`src/rtl/clock_fpga_pkg.sv`:
```
// Shared types and default timing constants for the clock/display input front end.
// The channel FSM and counter sizing here are shared by every pushbutton channel.
package clock_fpga_pkg;

  typedef enum logic [1:0] {
    IDLE   = 2'd0,
    HELD   = 2'd1,
    REPEAT = 2'd2
  } btn_state_t;

  localparam int unsigned CLK_HZ           = 50_000_000;
  localparam int unsigned DEF_NUM_BTN      = 4;
  localparam int unsigned DEF_DEBOUNCE_CYC = 500_000;     // 10 ms
  localparam int unsigned DEF_HOLD_CYC     = 25_000_000;  // 0.5 s
  localparam int unsigned DEF_REPEAT_CYC   = 5_000_000;   // 0.1 s

  // One width serves both the debounce and hold/repeat counters of a channel.
  function automatic int unsigned cnt_width(input int unsigned db,
                                            input int unsigned hold,
                                            input int unsigned rep,
                                            input bit          use_repeat);
    int unsigned mx;
    mx = db;
    if (use_repeat) begin
      if (hold > mx) mx = hold;
      if (rep > mx)  mx = rep;
    end
    return $clog2(mx + 1);
  endfunction

endpackage

```
`src/rtl/pushbutton_conditioner_if.sv`:
```
// Button-side signal bundle: raw buttons and repeat permission in, conditioned strobes out.
// master = the board/display side, slave = the conditioner.
interface pushbutton_conditioner_if #(
  parameter int unsigned NUM_BTN = 4
);

  logic [NUM_BTN-1:0] btn_raw;
  logic               repeat_en;
  logic [NUM_BTN-1:0] btn_level;
  logic [NUM_BTN-1:0] btn_press;
  logic [NUM_BTN-1:0] btn_release;
  logic [NUM_BTN-1:0] btn_step;

  modport master (
    output btn_raw, repeat_en,
    input  btn_level, btn_press, btn_release, btn_step
  );

  modport slave (
    input  btn_raw, repeat_en,
    output btn_level, btn_press, btn_release, btn_step
  );

endinterface

```
`src/rtl/btn_channel.sv`:
```
// One pushbutton channel: 2-flop sync, debounce, press/release strobes and hold-to-repeat.
// Hold/repeat timing is built only when AUTO_REPEAT_EN is defined; otherwise btn_step == btn_release.
module btn_channel
  import clock_fpga_pkg::*;
#(
  parameter int unsigned DEBOUNCE_CYC = DEF_DEBOUNCE_CYC,
  parameter int unsigned HOLD_CYC     = DEF_HOLD_CYC,
  parameter int unsigned REPEAT_CYC   = DEF_REPEAT_CYC
) (
  input  logic clk,
  input  logic rst_n,
  input  logic btn_raw,
  input  logic repeat_en,
  output logic btn_level,
  output logic btn_press,
  output logic btn_release,
  output logic btn_step
);

`ifdef AUTO_REPEAT_EN
  localparam bit USE_REPEAT = 1'b1;
`else
  localparam bit USE_REPEAT = 1'b0;
`endif
  localparam int unsigned      CNT_W   = cnt_width(DEBOUNCE_CYC, HOLD_CYC, REPEAT_CYC, USE_REPEAT);
  localparam logic [CNT_W-1:0] DB_LAST = CNT_W'(DEBOUNCE_CYC - 1);

  logic [1:0]       sync_q, sync_d;
  logic [CNT_W-1:0] db_cnt_q, db_cnt_d;
  logic             level_q, level_d;
  logic             press_q, press_d;
  logic             release_q, release_d;
  logic             step_q, step_d;
  btn_state_t       state_q, state_d;
  logic             rise, fall;

  // NOTE: every always_comb target gets a default first, so no path can infer a latch.
  always_comb begin
    sync_d   = {sync_q[0], btn_raw};
    db_cnt_d = '0;
    level_d  = level_q;
    // Any sample that agrees with the current level leaves the count cleared: bounces restart it.
    if (sync_q[1] != level_q) begin
      if (db_cnt_q == DB_LAST) level_d = ~level_q;
      else                     db_cnt_d = db_cnt_q + 1'b1;
    end
  end

  assign rise      = level_d & ~level_q;
  assign fall      = ~level_d & level_q;
  assign press_d   = rise;
  assign release_d = fall;

`ifdef AUTO_REPEAT_EN
  localparam logic [CNT_W-1:0] HOLD_LAST   = CNT_W'(HOLD_CYC - 1);
  localparam logic [CNT_W-1:0] REPEAT_LAST = CNT_W'(REPEAT_CYC - 1);

  logic [CNT_W-1:0] hold_cnt_q, hold_cnt_d;
  logic             tick;

  always_comb begin
    state_d    = state_q;
    hold_cnt_d = '0;
    tick       = 1'b0;
    case (state_q)
      IDLE: if (rise) state_d = HELD;
      HELD: begin
        if (fall) state_d = IDLE;
        else if (repeat_en) begin
          if (hold_cnt_q == HOLD_LAST) begin
            tick    = 1'b1;
            state_d = REPEAT;
          end else begin
            hold_cnt_d = hold_cnt_q + 1'b1;
          end
        end
      end
      REPEAT: begin
        if (fall)                           state_d = IDLE;
        else if (!repeat_en)                state_d = HELD;  // re-arm full hold delay
        else if (hold_cnt_q == REPEAT_LAST) tick    = 1'b1;
        else                                hold_cnt_d = hold_cnt_q + 1'b1;
      end
      default: state_d = IDLE;
    endcase
  end

  // A release landing on a tick still yields a single step pulse.
  assign step_d = fall | tick;

  always_ff @(posedge clk or negedge rst_n) begin
    if (!rst_n) hold_cnt_q <= '0;
    else        hold_cnt_q <= hold_cnt_d;
  end
`else
  logic unused_repeat_en;
  assign unused_repeat_en = repeat_en;

  always_comb begin
    state_d = state_q;
    case (state_q)
      IDLE:    if (rise) state_d = HELD;
      HELD:    if (fall) state_d = IDLE;
      default: state_d = IDLE;
    endcase
  end

  assign step_d = fall;
`endif

  // NOTE: sequential state uses non-blocking assignments so all flops sample pre-edge values.
  always_ff @(posedge clk or negedge rst_n) begin
    if (!rst_n) begin
      sync_q    <= '0;
      db_cnt_q  <= '0;
      level_q   <= 1'b0;
      press_q   <= 1'b0;
      release_q <= 1'b0;
      step_q    <= 1'b0;
      state_q   <= IDLE;
    end else begin
      sync_q    <= sync_d;
      db_cnt_q  <= db_cnt_d;
      level_q   <= level_d;
      press_q   <= press_d;
      release_q <= release_d;
      step_q    <= step_d;
      state_q   <= state_d;
    end
  end

  assign btn_level   = level_q;
  assign btn_press   = press_q;
  assign btn_release = release_q;
  assign btn_step    = step_q;

endmodule

```
`src/rtl/pushbutton_conditioner.sv`:
```
// Pushbutton front end for the clock time-set path: NUM_BTN independent btn_channel copies.
// Define AUTO_REPEAT_EN to enable hold-to-auto-repeat on btn_step.
module pushbutton_conditioner
  import clock_fpga_pkg::*;
#(
  parameter int unsigned NUM_BTN      = DEF_NUM_BTN,
  parameter int unsigned DEBOUNCE_CYC = DEF_DEBOUNCE_CYC,
  parameter int unsigned HOLD_CYC     = DEF_HOLD_CYC,
  parameter int unsigned REPEAT_CYC   = DEF_REPEAT_CYC
) (
  input logic                     clk,
  input logic                     rst_n,
  pushbutton_conditioner_if.slave bus
);

  for (genvar g = 0; g < NUM_BTN; g++) begin : g_ch
    btn_channel #(
      .DEBOUNCE_CYC (DEBOUNCE_CYC),
      .HOLD_CYC     (HOLD_CYC),
      .REPEAT_CYC   (REPEAT_CYC)
    ) u_ch (
      .clk         (clk),
      .rst_n       (rst_n),
      .btn_raw     (bus.btn_raw[g]),
      .repeat_en   (bus.repeat_en),
      .btn_level   (bus.btn_level[g]),
      .btn_press   (bus.btn_press[g]),
      .btn_release (bus.btn_release[g]),
      .btn_step    (bus.btn_step[g])
    );
  end

endmodule

```
`src/flat_wrapper.sv`:
```
// flat-port wrapper written by rule: the top's interface ports become plain ports
module pushbutton_conditioner_flat import clock_fpga_pkg::*;
#(
  parameter int unsigned NUM_BTN      = DEF_NUM_BTN,
  parameter int unsigned DEBOUNCE_CYC = DEF_DEBOUNCE_CYC,
  parameter int unsigned HOLD_CYC     = DEF_HOLD_CYC,
  parameter int unsigned REPEAT_CYC   = DEF_REPEAT_CYC
)
  (clk, rst_n, bus_btn_raw, bus_repeat_en, bus_btn_level, bus_btn_press, bus_btn_release, bus_btn_step);
  pushbutton_conditioner_if #(.NUM_BTN(NUM_BTN)) bus_i ();
  input logic clk;
  input logic rst_n;
  input wire logic [$bits(bus_i.btn_raw)-1:0] bus_btn_raw;
  input wire logic [$bits(bus_i.repeat_en)-1:0] bus_repeat_en;
  output wire logic [$bits(bus_i.btn_level)-1:0] bus_btn_level;
  output wire logic [$bits(bus_i.btn_press)-1:0] bus_btn_press;
  output wire logic [$bits(bus_i.btn_release)-1:0] bus_btn_release;
  output wire logic [$bits(bus_i.btn_step)-1:0] bus_btn_step;
  assign bus_i.btn_raw = bus_btn_raw;
  assign bus_i.repeat_en = bus_repeat_en;
  assign bus_btn_level = bus_i.btn_level;
  assign bus_btn_press = bus_i.btn_press;
  assign bus_btn_release = bus_i.btn_release;
  assign bus_btn_step = bus_i.btn_step;
  pushbutton_conditioner #(.NUM_BTN(NUM_BTN), .DEBOUNCE_CYC(DEBOUNCE_CYC), .HOLD_CYC(HOLD_CYC), .REPEAT_CYC(REPEAT_CYC)) u_core (.clk(clk), .rst_n(rst_n), .bus(bus_i));
endmodule
```
`config.mk`:
```
export PLATFORM = sky130hd
export DESIGN_NAME = pushbutton_conditioner_flat
export DESIGN_NICKNAME = d
export VERILOG_FILES = /design/src/rtl/clock_fpga_pkg.sv /design/src/rtl/pushbutton_conditioner_if.sv /design/src/rtl/btn_channel.sv /design/src/rtl/pushbutton_conditioner.sv /design/src/flat_wrapper.sv
export SDC_FILE = /design/constraint.sdc
export NUM_CORES = 1
export LEC_CHECK = 0
export ABC_AREA = 0
export CAP_MARGIN = 10
export CORE_ASPECT_RATIO = 1.2
export CORE_MARGIN = 8
export CORE_UTILIZATION = 40
export CTS_BUF_LIST = sky130_fd_sc_hd__clkbuf_16
export DETAILED_ROUTE_END_ITERATION = 8
export SLEW_MARGIN = 30
export SYNTH_ARGS = -nofsm -noshare
export SYNTH_HDL_FRONTEND = slang
export SYNTH_HIERARCHICAL = 1
export SYNTH_SLANG_ARGS = --single-unit
```
`constraint.sdc`:
```
create_clock -name clk -period 3.4 [get_ports clk]
set_input_delay 0.51 -clock clk [delete_from_list [all_inputs] [get_ports clk]]
set_output_delay 0.51 -clock clk [all_outputs]
set_load 0.005 [all_outputs]
```
# Word level (Yosys, flattened, before mapping)
# Cells that the tools add are included.
[totals]
register_bits = 96
[op_classes]
mux = 16
n_addsub = 4
n_bitwise = 16
eq_ne = 8
[ops]
columns = ["operator", "n"]
rows = [
  ["19-bit two-way mux", 8],
  ["19-bit by 1-bit adder with 19-bit output, second input constant", 4],
  ["19-bit equality test, second input constant", 4],
  ["1-bit AND", 8],
  ["1-bit two-way mux", 8],
  ["1-bit inverter", 8],
  ["1-bit != test", 4],
]

# Depth between registers and ports, before layout
# Gate-level depths: netlist (run 1).
[depth]
ltp_word = 5
depth_mapped = 6
depth_no_buf = 5

# Hierarchy
# The synthesis (run 1) kept the hierarchy.
[by_module_without_submodules]
columns = ["mod", "cells_per_inst", "area_per_inst_um2", "seq_area_each_um2", "instances"]
rows = [
  ["btn_channel", 109, 1188.6, 600.6, 4],
]

# Worst setup path before layout (run 1)
# No wires, ideal clock.
[synth_path]
path_kind = "register to register"
startpoint = "register u_core.g_ch[0].u_ch.db_cnt_q[0]"
endpoint = "register u_core.g_ch[0].u_ch.level_q"
period_less_slack_ps = 1660
setup_slack_ps = 1740
path_stages_with_launch = 6
n_path_buf = 0
t_arrival_ps = 1535
setup_ps = 125
path_cell_list = "dfrtp_1 > ha_1 > and4_2 > nand4_2 > or2_4 > mux2_4"
[synth_via]
elab_chain_cells = 3
[synth_lines]
columns = ["item", "line", "rtl"]
rows = [
  ["start: declaration", "btn_channel.sv:29", "logic [CNT_W-1:0] db_cnt_q, db_cnt_d;"],
  ["start signal: assignment", "btn_channel.sv:123", "db_cnt_q <= db_cnt_d;"],
  ["19-bit equality test", "btn_channel.sv:44", "if (db_cnt_q == DB_LAST) level_d = ~level_q;"],
  ["1-bit two-way mux", "btn_channel.sv:44", ""],
  ["1-bit two-way mux", "btn_channel.sv:43", "if (sync_q[1] != level_q) begin"],
  ["net u_core.g_ch[0].u_ch.level_d", "btn_channel.sv:30", "logic level_q, level_d;"],
  ["end signal: assignment", "btn_channel.sv:124", "level_q <= level_d;"],
  ["end: declaration", "btn_channel.sv:30", ""],
]
# The timed path passes the listed nets, and every way through them passes these cells.

# Worst setup path in the final report (run 1)
[layout_path]
startpoint = "register u_core.g_ch[3].u_ch.db_cnt_q[0]"
endpoint = "register u_core.g_ch[3].u_ch.db_cnt_q[12]"
[layout_via]
elab_chain_cells = 3
elab_cells_between_ends = 4
cone_classes = "1 x add/sub; 1 x eq/ne; 2 x mux"
[layout_lines]
columns = ["item", "line"]
rows = [
  ["start: declaration", "btn_channel.sv:29"],
  ["start signal: assignment", "btn_channel.sv:123"],
  ["19-bit by 1-bit adder with 19-bit output or 19-bit equality test (tied branches)", "btn_channel.sv:45, btn_channel.sv:44"],
  ["19-bit two-way mux (*)", "btn_channel.sv:44"],
  ["19-bit two-way mux (*)", "btn_channel.sv:43"],
  ["net u_core.g_ch[3].u_ch.db_cnt_d[12]", "btn_channel.sv:29"],
]
# The timed path passes the listed nets; every way through them passes the cells marked *.

==> results.yml, run 1 <==
timing:
  period_share: 0.588
  post-route-min-period_ns: 2.00
  timing.fmax_mhz: 501
  worst_pin_slew_ns: 0.732
  finalSetupViolations: 0
  finalClockSkew_ns: 0.00681
  fin_hold_ws_ns: 0.181
  worst_slack_ns: 1.40
  final-hold-violation-count: 0
  slew_viol_final: 0
  max-slew-margin-rel: 0.512
  setup_tns_ns: 0
  rsz0062_at_grt: "false"
detailed_routing:
  drt_iter0_markers: 129
  drtPass1Iterations: 4
  route.met3.wl_um: 260
  drt.antenna.violating_nets: 0
  drt-met1-wl_um: 4080
  top_layer: "met4"
  wl_per_cell_um: 13.7
  via_per_inst: 5.06
  dr_wl_met2_um: 4000
  wirelength_um: 8480
  num_vias: 3139
  drc_errors: 0
power:
  p_int_mw: 1.67
  max-vdd-ir-drop_v: 0.000219
  comb_power_share: 0.031
  seqPwrFrac: 0.540
  clock_power_share: 0.430
  power.leakage_nw: 2.25
  switchingPower_mw: 0.502
  powerDensity_mw_per_mm2: 406
  switching_share: 0.231
global_routing:
  antenna_found_initial: 0
  grt_overflow_total: 0
  grt_pass1_wl_um: 15100
  grt.total_usage: 0.119
  grt_max_degree: 49
  grt_pass1_vias: 3153
worst_setup_path:
  cp_cell_sequence: "ha_1 -> and4_2 -> nand4_2 -> o21ai_2 -> nor2_1"
  slowest_stage: "o21ai_2"
  timing.rr.end: "u_core/g_ch[3].u_ch/db_cnt_q[12]$_DFF_PN0_"
  reg2reg_slack_ns: 1.40
  reg2reg_depth: 5
  critical_path_required_ns: 3.59
  crit_path_start_kind: "flip-flop"
  crit_path_max_incr_delay_ns: 0.63
  worst-endpoint-arrival_ns: 2.19
  rr_startpoint: "u_core/g_ch[3].u_ch/db_cnt_q[0]$_DFF_PN0_"
  crit_fanout: 17
  path_class: "reg -> reg"
  crit_path_end_kind: "flip-flop"
clock_tree:
  cts_tree: "built"
  postCtsSetupBuffers: 0
  htreeDepth: 3
  cts_hold_buffers: 0
  cts_root_buffer: "clkbuf_16"
  clk_pin_slew_ns: 0.07
  insertion_delay_ns: 0.34
  cts_made_buffers: 9
  cts_resized: 0
  clock-sinks: 96
  cts.path.max_buffers: 2
cells_and_area:
  layout.nets: 469
  antenna_cells: 0
  fin_util: 0.463
  layout-drive-gt1-share: 0.143
  area_growth_pct: 12.7
  final_cell_area_sq_mm: 0.00536
flow_run:
  drv_cap: 0
yosys:
  synth_warnings: 6
  syn-num-nets: 447
  netlist_instances: 436
  ys_types: 27
  yosysSeqAreaShare: 0.505
  postSynthAreaPerCell_sq_um: 10.9
  synth-seq-cells: 96
  synth_area_sq_mm: 0.00475
place:
  portBuffers: 21
  post-dp-hpwl_um: 5880
  pre_cts_ws_ns: 1.39
  globalplace.congestion: 0.737
  dpl_cell_area_sq_mm: 0.00508
floorplanning:
  initial_core_util: 0.411
  die_x_um: 116
  placeableCoreArea_sq_mm: 0.0116
  num_rows: 43
  dieHeight_um: 135
  die-area_sq_mm: 0.0156
  pin_count: 23
min_path:
  hold_path.class: "in -> async"
outcome:
  outcome: "completed"
-- layout make-up --
class | instances | area, sq um
multi-input combinational | 316 | 2220
fill | 1088 | 6210
clock buffer | 9 | 225
tap | 157 | 196
timing repair buffer | 23 | 223
sequential | 96 | 2400
clock inverter | 7 | 47.5
inverter | 12 | 45.0
-- logic make-up (layout without fill, tap and decap cells) --
kind of cell,count (synthesis),in the layout,synth area share
AND/OR/NAND/NOR,228,228,0.299
multiplexers,4,4,0.0126
adder cells (fa/ha/maj),4,4,0.0105
buffers and inverters,24,51,0.0284
AO/OA/AOI/OAI,16,16,0.0263
XOR/XNOR,64,64,0.118
flip-flops,96,96,0.505
-- worst max path at each step --
| stage | slack [ns] | startpoint | to |
|---|---|---|---|
| after floorplan | 1.74 | u_core/g_ch[0].u_ch/db_cnt_q[0]$_DFF_PN0_ | u_core/g_ch[0].u_ch/btn_level$_DFF_PN0_ |
| after global placement | 1.43 | u_core/g_ch[3].u_ch/db_cnt_q[0]$_DFF_PN0_ | u_core/g_ch[3].u_ch/db_cnt_q[16]$_DFF_PN0_ |
| after detailed placement | 1.39 | u_core/g_ch[2].u_ch/db_cnt_q[0]$_DFF_PN0_ | u_core/g_ch[2].u_ch/db_cnt_q[12]$_DFF_PN0_ |
| after CTS | 1.38 | u_core/g_ch[2].u_ch/db_cnt_q[0]$_DFF_PN0_ | u_core/g_ch[2].u_ch/db_cnt_q[12]$_DFF_PN0_ |
| after global routing | 1.22 | u_core/g_ch[1].u_ch/db_cnt_q[0]$_DFF_PN0_ | u_core/g_ch[1].u_ch/db_cnt_q[8]$_DFF_PN0_ |
| final | 1.40 | u_core/g_ch[3].u_ch/db_cnt_q[0]$_DFF_PN0_ | u_core/g_ch[3].u_ch/db_cnt_q[12]$_DFF_PN0_ |
-- cells in the final DEF (no fill, tap or decap), drive strengths merged, types with 20 or more instances in the layout --
master and n:
clkdlybuf4s50 20, dfrtp 96, nand2 24, nand3 20
nand4 28, nor2 76, nor3 20, nor4 28
xnor2 44, xor2 20
-- power groups by stage --
stage,clock network [mW],registers (mW),logic (mW)
finish,0.935,1.18,0.0667
global route,1.01,1.18,0.0788
CTS,0.969,1.17,0.0701
detailed placement,0,1.20,0.0699
global placement,0,1.20,0.0681
floorplan,0,1.19,0.0408
-- cell usage after synthesis --
master,instances,share of area
and4_2,4,0.0084
and3_1,8,0.011
nor4_1,16,0.021
xor2_1,20,0.037
o221ai_1,4,0.0074
mux2_4,4,0.013
inv_1,12,0.0095
nor2_1,76,0.060
and3_2,4,0.0063
nor3b_1,8,0.013
or2_4,4,0.0074
o21ai_2,4,0.0074
xnor2_1,44,0.081
and4bb_2,4,0.011
nand2_1,24,0.019
nand3_1,20,0.021
nor4_2,4,0.011
nand4_2,4,0.011
a21oi_1,4,0.0042
ha_1,4,0.011
nand4_4,4,0.018
nand4_1,20,0.026
dfrtp_1,96,0.51
nor3_1,20,0.021
nor4_4,8,0.036
buf_4,12,0.019
a31o_2,4,0.0074
-- layer usage --
metal	global-route usage	vias to the layer above
li1	-	1573
met1	0.155	1513
met2	0.188	45
met3	0.0227	8
met4	0.0534	0
met5	0	-
-- sequential cells by signal (all words and copies together), names as in the netlist --
| name | count |
|---|---|
| u_core/g_ch.u_ch/sync_q | 8 |
| u_core/g_ch.u_ch/btn_step | 4 |
| u_core/g_ch.u_ch/btn_press | 4 |
| u_core/g_ch.u_ch/btn_level | 4 |
| u_core/g_ch.u_ch/db_cnt_q | 76 |
-- critical path, delay by kind of cell, from the launching register on --
family                     cells  cell delay, ns
DFF                            1            0.40
adders and majority gates      1            0.24
and+or+nand+nor                3            0.57
AOI/OAI and AO/OA              1            0.63
-- metrics by stage --
stage / cells / power, mW
2_1_floorplan: 436 / 1.23
3_3_place_gp: 604 / 1.26
3_5_place_dp: 604 / 1.27
4_1_cts: 620 / 2.21
5_1_grt: 620 / 2.27
6_report: 620 / 2.18
Power figures use the tool's default switching activity.
==> inputs of run 2 (changes only) <==
==> constraint.sdc (replaced) <==
create_clock -name clk -period 1.8 [get_ports clk]
set_input_delay 0.27 -clock clk [delete_from_list [all_inputs] [get_ports clk]]
set_output_delay 0.27 -clock clk [all_outputs]
set_load 0.005 [all_outputs]
==> run 2 against run 1 <==
Against the previous run:
- utilization is 2.3 points higher
- sequential power is 88% higher
- via count rose by 5.3%
- critical path depth unchanged
- setup slack worse by 1.3 ns
- sequential share of layout area down 2.1 points
- die area stayed put
- maximum frequency grew 15%
- critical path type unchanged
==> results.yml, run 2 (synthesized netlist as in run 1, its figures left out) <==
cells_and_area:
  fin_util: 0.486
  final_cell_area_sq_mm: 0.00563
  layout_commonest_cell: "dfrtp_1"
  layout.nets: 493
  stdcell_count: 644
  layout.cells.most_common_list: "dfrtp_1, nor2_1, xnor2_1"
  area_growth_pct: 18.3
  layout-drive-gt1-share: 0.191
  regMostFlops: "u_core/g_ch.u_ch/db_cnt_q"
  largest_reg_flops: 76
  top_regs: "u_core/g_ch.u_ch/db_cnt_q x76, u_core/g_ch.u_ch/sync_q x8"
  antenna_cells: 0
timing:
  max-slew-margin-rel: 0.684
  slew_viol_final: 0
  worst_pin_slew_ns: 0.475
  post-route-min-period_ns: 1.73
  setup_tns_ns: 0
  timing.fmax_mhz: 577
  period_share: 0.963
  finalClockSkew_ns: 0.00567
  finalSetupViolations: 0
  worst_slack_ns: 0.0668
  final-hold-violation-count: 0
  rsz0062_at_grt: "true"
min_path:
  hold_path.class: "reg -> reg"
clock_tree:
  clock-sinks: 96
  clk_pin_slew_ns: 0.06
  insertion_delay_ns: 0.34
  cts.path.max_buffers: 2
  htreeDepth: 3
  cts_root_buffer: "clkbuf_16"
  cts_tree: "built"
  cts_made_buffers: 9
detailed_routing:
  wirelength_um: 8830
  drt_iter0_markers: 105
  via_per_inst: 5.13
  drtPass1Iterations: 4
  num_vias: 3305
  wl_per_cell_um: 13.7
  drt.antenna.violating_nets: 0
  drc_errors: 0
power:
  power.leakage_nw: 2.40
  max-vdd-ir-drop_v: 0.000477
  powerDensity_mw_per_mm2: 774
worst_setup_path:
  crit_path_end_kind: "flip-flop"
  critical_path_required_ns: 2.02
  crit_path_start_kind: "flip-flop"
  path_class: "reg -> reg"
  cp_cell_sequence: "ha_2 -> and4_2 -> nand4_2 -> or2_4 -> mux2_4"
  crit_path_max_incr_delay_ns: 0.39
  critical-path-top-delay-family: "simple AND/OR/NAND/NOR gates"
  worst-endpoint-arrival_ns: 1.96
  reg2reg_slack_ns: 0.07
  crit_fanout: 4
  path_buf_inv: 0
  slowest_stage: "dfrtp_1"
floorplanning:
  dieHeight_um: 135
  die_x_um: 116
  num_rows: 43
  initial_core_util: 0.411
  placeableCoreArea_sq_mm: 0.0116
  die-area_sq_mm: 0.0156
  pin_count: 23
outcome:
  outcome: "completed"
flow_run:
  drv_cap: 0
place:
  globalplace.congestion: 0.778
  dpl_cell_area_sq_mm: 0.00525
  pre_cts_ws_ns: 0.0532
  post-dp-hpwl_um: 6130
  place_inst: 624
  portBuffers: 21
global_routing:
  grt_pass1_vias: 3325
  grt_overflow_total: 0
  antenna_found_initial: 0
  grt_max_degree: 40
  grt_pass1_wl_um: 15700
  grt.total_usage: 0.124
## run 2: changes by cell type in the layout (fill, tap and decap cells not counted), sizes merged
cell / previous run / this run
buf: 3 / 26
bufinv: 0 / 2
clkinv: 5 / 3
clkinvlp: 1 / 0
dlygate4sd3: 0 / 1
inv: 13 / 14
## run 2: what timing repair did
| item | 4_1_cts | 5_1_grt |
|---|---|---|
| gates resized for setup | 0 | 8 |
| setup endpoints to repair | 0 | 8 |
| buffers inserted | 0 | 3 |
| hold buffers | 1 | 0 |
| hold endpoints to repair | 34 | 0 |
## run 2: layout make-up
| class | instances | area, sq um |
|---|---|---|
| fillers | 1056 | 5940 |
| flip-flops and latches | 96 | 2400 |
| multi-input cells | 316 | 2260 |
| repair buffers | 47 | 418 |
| clock buffers | 9 | 225 |
| well taps | 157 | 196 |
| clock inverters | 7 | 78.8 |
| inverters | 12 | 45.0 |
## run 2: layer usage
layer	vias up	GRT usage	share of wire	wire, um
met2	43	0.193	0.47	4110
met1	1622	0.160	0.48	4220
li1	1625	-	-	-
met4	0	0.0578	0.023	205
met5	-	0	0	0
met3	15	0.0268	0.033	290
## run 2: where the power goes
part	switching, mW	internal, mW
sequential	0.0315	2.19
clock	0.774	1.19
combinational	0.0988	0.0705
total	0.905	3.45
## run 2: path summary, 6_finish.rpt
path	from	to	cells after the start
worst max-delay path	u_core/g_ch[3].u_ch/db_cnt_q[0]$_DFF_PN0_	u_core/g_ch[3].u_ch/btn_level$_DFF_PN0_	5
worst min-delay path	u_core/g_ch[3].u_ch/sync_q[0]$_DFF_PN0_	u_core/g_ch[3].u_ch/sync_q[1]$_DFF_PN0_	0
worst max register to register	u_core/g_ch[3].u_ch/db_cnt_q[0]$_DFF_PN0_	u_core/g_ch[3].u_ch/btn_level$_DFF_PN0_	5
worst min register to register	u_core/g_ch[3].u_ch/sync_q[0]$_DFF_PN0_	u_core/g_ch[3].u_ch/sync_q[1]$_DFF_PN0_	0
max in group asynchronous	rst_n	u_core/g_ch[0].u_ch/db_cnt_q[3]$_DFF_PN0_	3
min in group asynchronous	rst_n	u_core/g_ch[3].u_ch/sync_q[0]$_DFF_PN0_	2
## run 2: worst register-to-register path, stage by stage (launching register included)
cell and delay, ns:
dfrtp_1 0.39, ha_2 0.21, and4_2 0.27, nand4_2 0.15, or2_4 0.30, mux2_4 0.29
## run 2: metrics by stage
step	power [mW]	hold WS [ns]
finish	4.36	0.349
global route	4.53	0.363
CTS	4.42	0.351
detailed placement	2.42	0.266
global placement	2.42	0.265
floorplan	2.32	-0.0256
==> inputs of run 3 (changes only) <==
--- a/config.mk
+++ b/config.mk
@@ -7,7 +7,6 @@
 export LEC_CHECK = 0
 export ABC_AREA = 0
 export CAP_MARGIN = 10
-export CORE_ASPECT_RATIO = 1.2
 export CORE_MARGIN = 8
 export CORE_UTILIZATION = 40
 export CTS_BUF_LIST = sky130_fd_sc_hd__clkbuf_16
==> run 3 against run 2 <==
Against the previous run:
- count of clock-buffer cells in the layout is the same
- maximum frequency decreased by 0.24%
- utilization is 1.1 points lower
- sequential share of layout area up 0.067 points
- hold slack better by 0.0011 ns
- first-iteration DRC count increased by 38%
- critical path depth did not move
- sequential cell count is the same
- sequential power is essentially flat
- highest routed layer unchanged
- combinational power about the same
- register-to-register slack about the same
==> results.yml, run 3 (synthesized netlist as in run 1, its figures left out) <==
worst_setup_path:
  reg2reg_depth: 5
  timing.rr.end: "u_core/g_ch[2].u_ch/btn_level$_DFF_PN0_"
  critical-path-top-delay-family: "simple AND/OR/NAND/NOR gates"
  cp_cell_sequence: "ha_1 -> and4_2 -> nand4_2 -> or2_4 -> mux2_4"
  crit_path_end_kind: "flip-flop"
  slowest_stage: "dfrtp_1"
  crit_path_max_incr_delay_ns: 0.39
  crit_fanout: 4
  path_buf_inv: 0
  reg2reg_slack_ns: 0.06
  path_class: "reg -> reg"
  rr_startpoint: "u_core/g_ch[2].u_ch/db_cnt_q[0]$_DFF_PN0_"
  worst-endpoint-arrival_ns: 1.95
  critical_path_required_ns: 2.02
  crit_path_start_kind: "flip-flop"
detailed_routing:
  wirelength_um: 8760
  wl_per_cell_um: 13.8
  drc_errors: 0
  drt.antenna.violating_nets: 0
  via_per_inst: 5.20
  drt_iter0_markers: 145
  num_vias: 3293
  drtPass1Iterations: 4
floorplanning:
  die_x_um: 125
  dieHeight_um: 125
  placeableCoreArea_sq_mm: 0.0118
  die-area_sq_mm: 0.0156
  num_rows: 40
  initial_core_util: 0.403
  pin_count: 23
place:
  portBuffers: 21
  place_inst: 612
  globalplace.congestion: 0.786
  post-dp-hpwl_um: 5840
power:
  power.leakage_nw: 2.40
  max-vdd-ir-drop_v: 0.000614
  switching_share: 0.207
  p_int_mw: 3.47
  comb_power_share: 0.038
  clock_power_share: 0.454
  powerDensity_mw_per_mm2: 778
  switchingPower_mw: 0.906
  seqPwrFrac: 0.508
timing:
  finalSetupViolations: 0
  rsz0062_at_grt: "false"
  fin_hold_ws_ns: 0.351
  timing.fmax_mhz: 576
  worst_pin_slew_ns: 0.498
  final-hold-violation-count: 0
  finalClockSkew_ns: 0.00594
  max-slew-margin-rel: 0.668
  post-route-min-period_ns: 1.74
  slew_viol_final: 0
  period_share: 0.965
cells_and_area:
  stdcell_count: 633
  top_regs: "u_core/g_ch.u_ch/db_cnt_q x76, u_core/g_ch.u_ch/sync_q x8"
  layout_commonest_cell: "dfrtp_1"
  layout-drive-gt1-share: 0.193
  layout.nets: 492
  area_growth_pct: 18.1
  largest_reg_flops: 76
  regMostFlops: "u_core/g_ch.u_ch/db_cnt_q"
  antenna_cells: 0
  layout.cells.most_common_list: "dfrtp_1, nor2_1, xnor2_1"
clock_tree:
  cts_root_buffer: "clkbuf_16"
  clk_pin_slew_ns: 0.07
  cts_tree: "built"
  cts.path.max_buffers: 2
  htreeDepth: 3
  cts_made_buffers: 9
  clock-sinks: 96
  insertion_delay_ns: 0.33
flow_run:
  drv_cap: 0
global_routing:
  grt_pass1_vias: 3259
  antenna_found_initial: 0
  grt_overflow_total: 0
  grt_max_degree: 97
  grt.total_usage: 0.118
  grt_pass1_wl_um: 15400
min_path:
  whs_path_depth: 0
  hold_path.class: "reg -> reg"
  min_from: "u_core/g_ch[2].u_ch/sync_q[0]$_DFF_PN0_"
  hold_end: "u_core/g_ch[2].u_ch/sync_q[1]$_DFF_PN0_"
outcome:
  outcome: "completed"
[run 3: changes by cell type in the layout (fill, tap and decap cells not counted), sizes merged]
cell      previous run  this run
buf                 26        25
clkinv               3         2
clkinvlp             0         1
[run 3: power by group through the flow]
stage	combinational, mW	clock, mW	sequential [mW]
global placement	0.154	0	2.26
CTS	0.158	2.06	2.22
finish	0.167	1.98	2.22
global route	0.192	2.14	2.22
detailed placement	0.155	0	2.26
floorplan	0.0770	0	2.25
[run 3: what timing repair did]
| item | CTS | global route |
|---|---|---|
| pin swaps | 0 | 0 |
| hold buffers | 1 | 0 |
| setup buffers | 0 | 4 |
| setup endpoints to repair | 1 | 10 |
| endpoints found under the hold margin | 2 | 0 |
| resized for setup | 1 | 7 |
[run 3: worst reg2reg max path: cells and delay by family, from the launching register on]
family	cells	cell delay [ns]
AND/OR/NAND/NOR	3	0.73
adder cells (fa/ha/maj)	1	0.21
multiplexers	1	0.30
flip-flops	1	0.39
[run 3: worst max-delay path by stage]
stage / startpoint / end / slack, ns / cells past startpoint
global placement: u_core/g_ch[3].u_ch/db_cnt_q[0]$_DFF_PN0_ / u_core/g_ch[3].u_ch/btn_step$_DFF_PN0_ / 0.009 / 6
CTS: u_core/g_ch[1].u_ch/db_cnt_q[1]$_DFF_PN0_ / u_core/g_ch[1].u_ch/btn_level$_DFF_PN0_ / 0.04 / 5
global route: u_core/g_ch[0].u_ch/db_cnt_q[1]$_DFF_PN0_ / u_core/g_ch[0].u_ch/db_cnt_q[18]$_DFF_PN0_ / 0.004 / 6
finish: u_core/g_ch[2].u_ch/db_cnt_q[0]$_DFF_PN0_ / u_core/g_ch[2].u_ch/btn_level$_DFF_PN0_ / 0.06 / 5
detailed placement: u_core/g_ch[3].u_ch/db_cnt_q[0]$_DFF_PN0_ / u_core/g_ch[3].u_ch/btn_step$_DFF_PN0_ / -0.008 / 6
floorplan: u_core/g_ch[0].u_ch/db_cnt_q[0]$_DFF_PN0_ / u_core/g_ch[0].u_ch/btn_level$_DFF_PN0_ / 0.14 / 5
[run 3: per-stage QoR]
step / instance area, sq um / power, mW / setup TNS (ns) / util / setup WS, ns
floorplan: 4750 / 2.32 / 0 / - / 0.140
global placement: 5220 / 2.41 / 0 / 0.442 / 0.00877
detailed placement: 5220 / 2.41 / -0.00841 / 0.442 / -0.00841
CTS: 5550 / 4.44 / 0 / 0.470 / 0.0353
global route: 5620 / 4.55 / 0 / 0.476 / 0.00399
finish: 5620 / 4.37 / 0 / 0.476 / 0.0627
[run 3: cell type report]
type,instances,area (sq um)
clock buffers,9,225
multi-input cells,316,2260
well taps,147,184
repair buffers,46,410
fillers,1095,6190
flip-flops and latches,96,2400
inverters,12,45.0
clock inverters,7,88.8
[run 3: layer usage]
metal / up-vias / part of all wire / track usage
met2: 42 / 0.48 / 0.193
met5: - / 0 / 0
met1: 1620 / 0.47 / 0.142
met4: 0 / 0.019 / 0.0544
li1: 1621 / - / -
met3: 10 / 0.030 / 0.0314
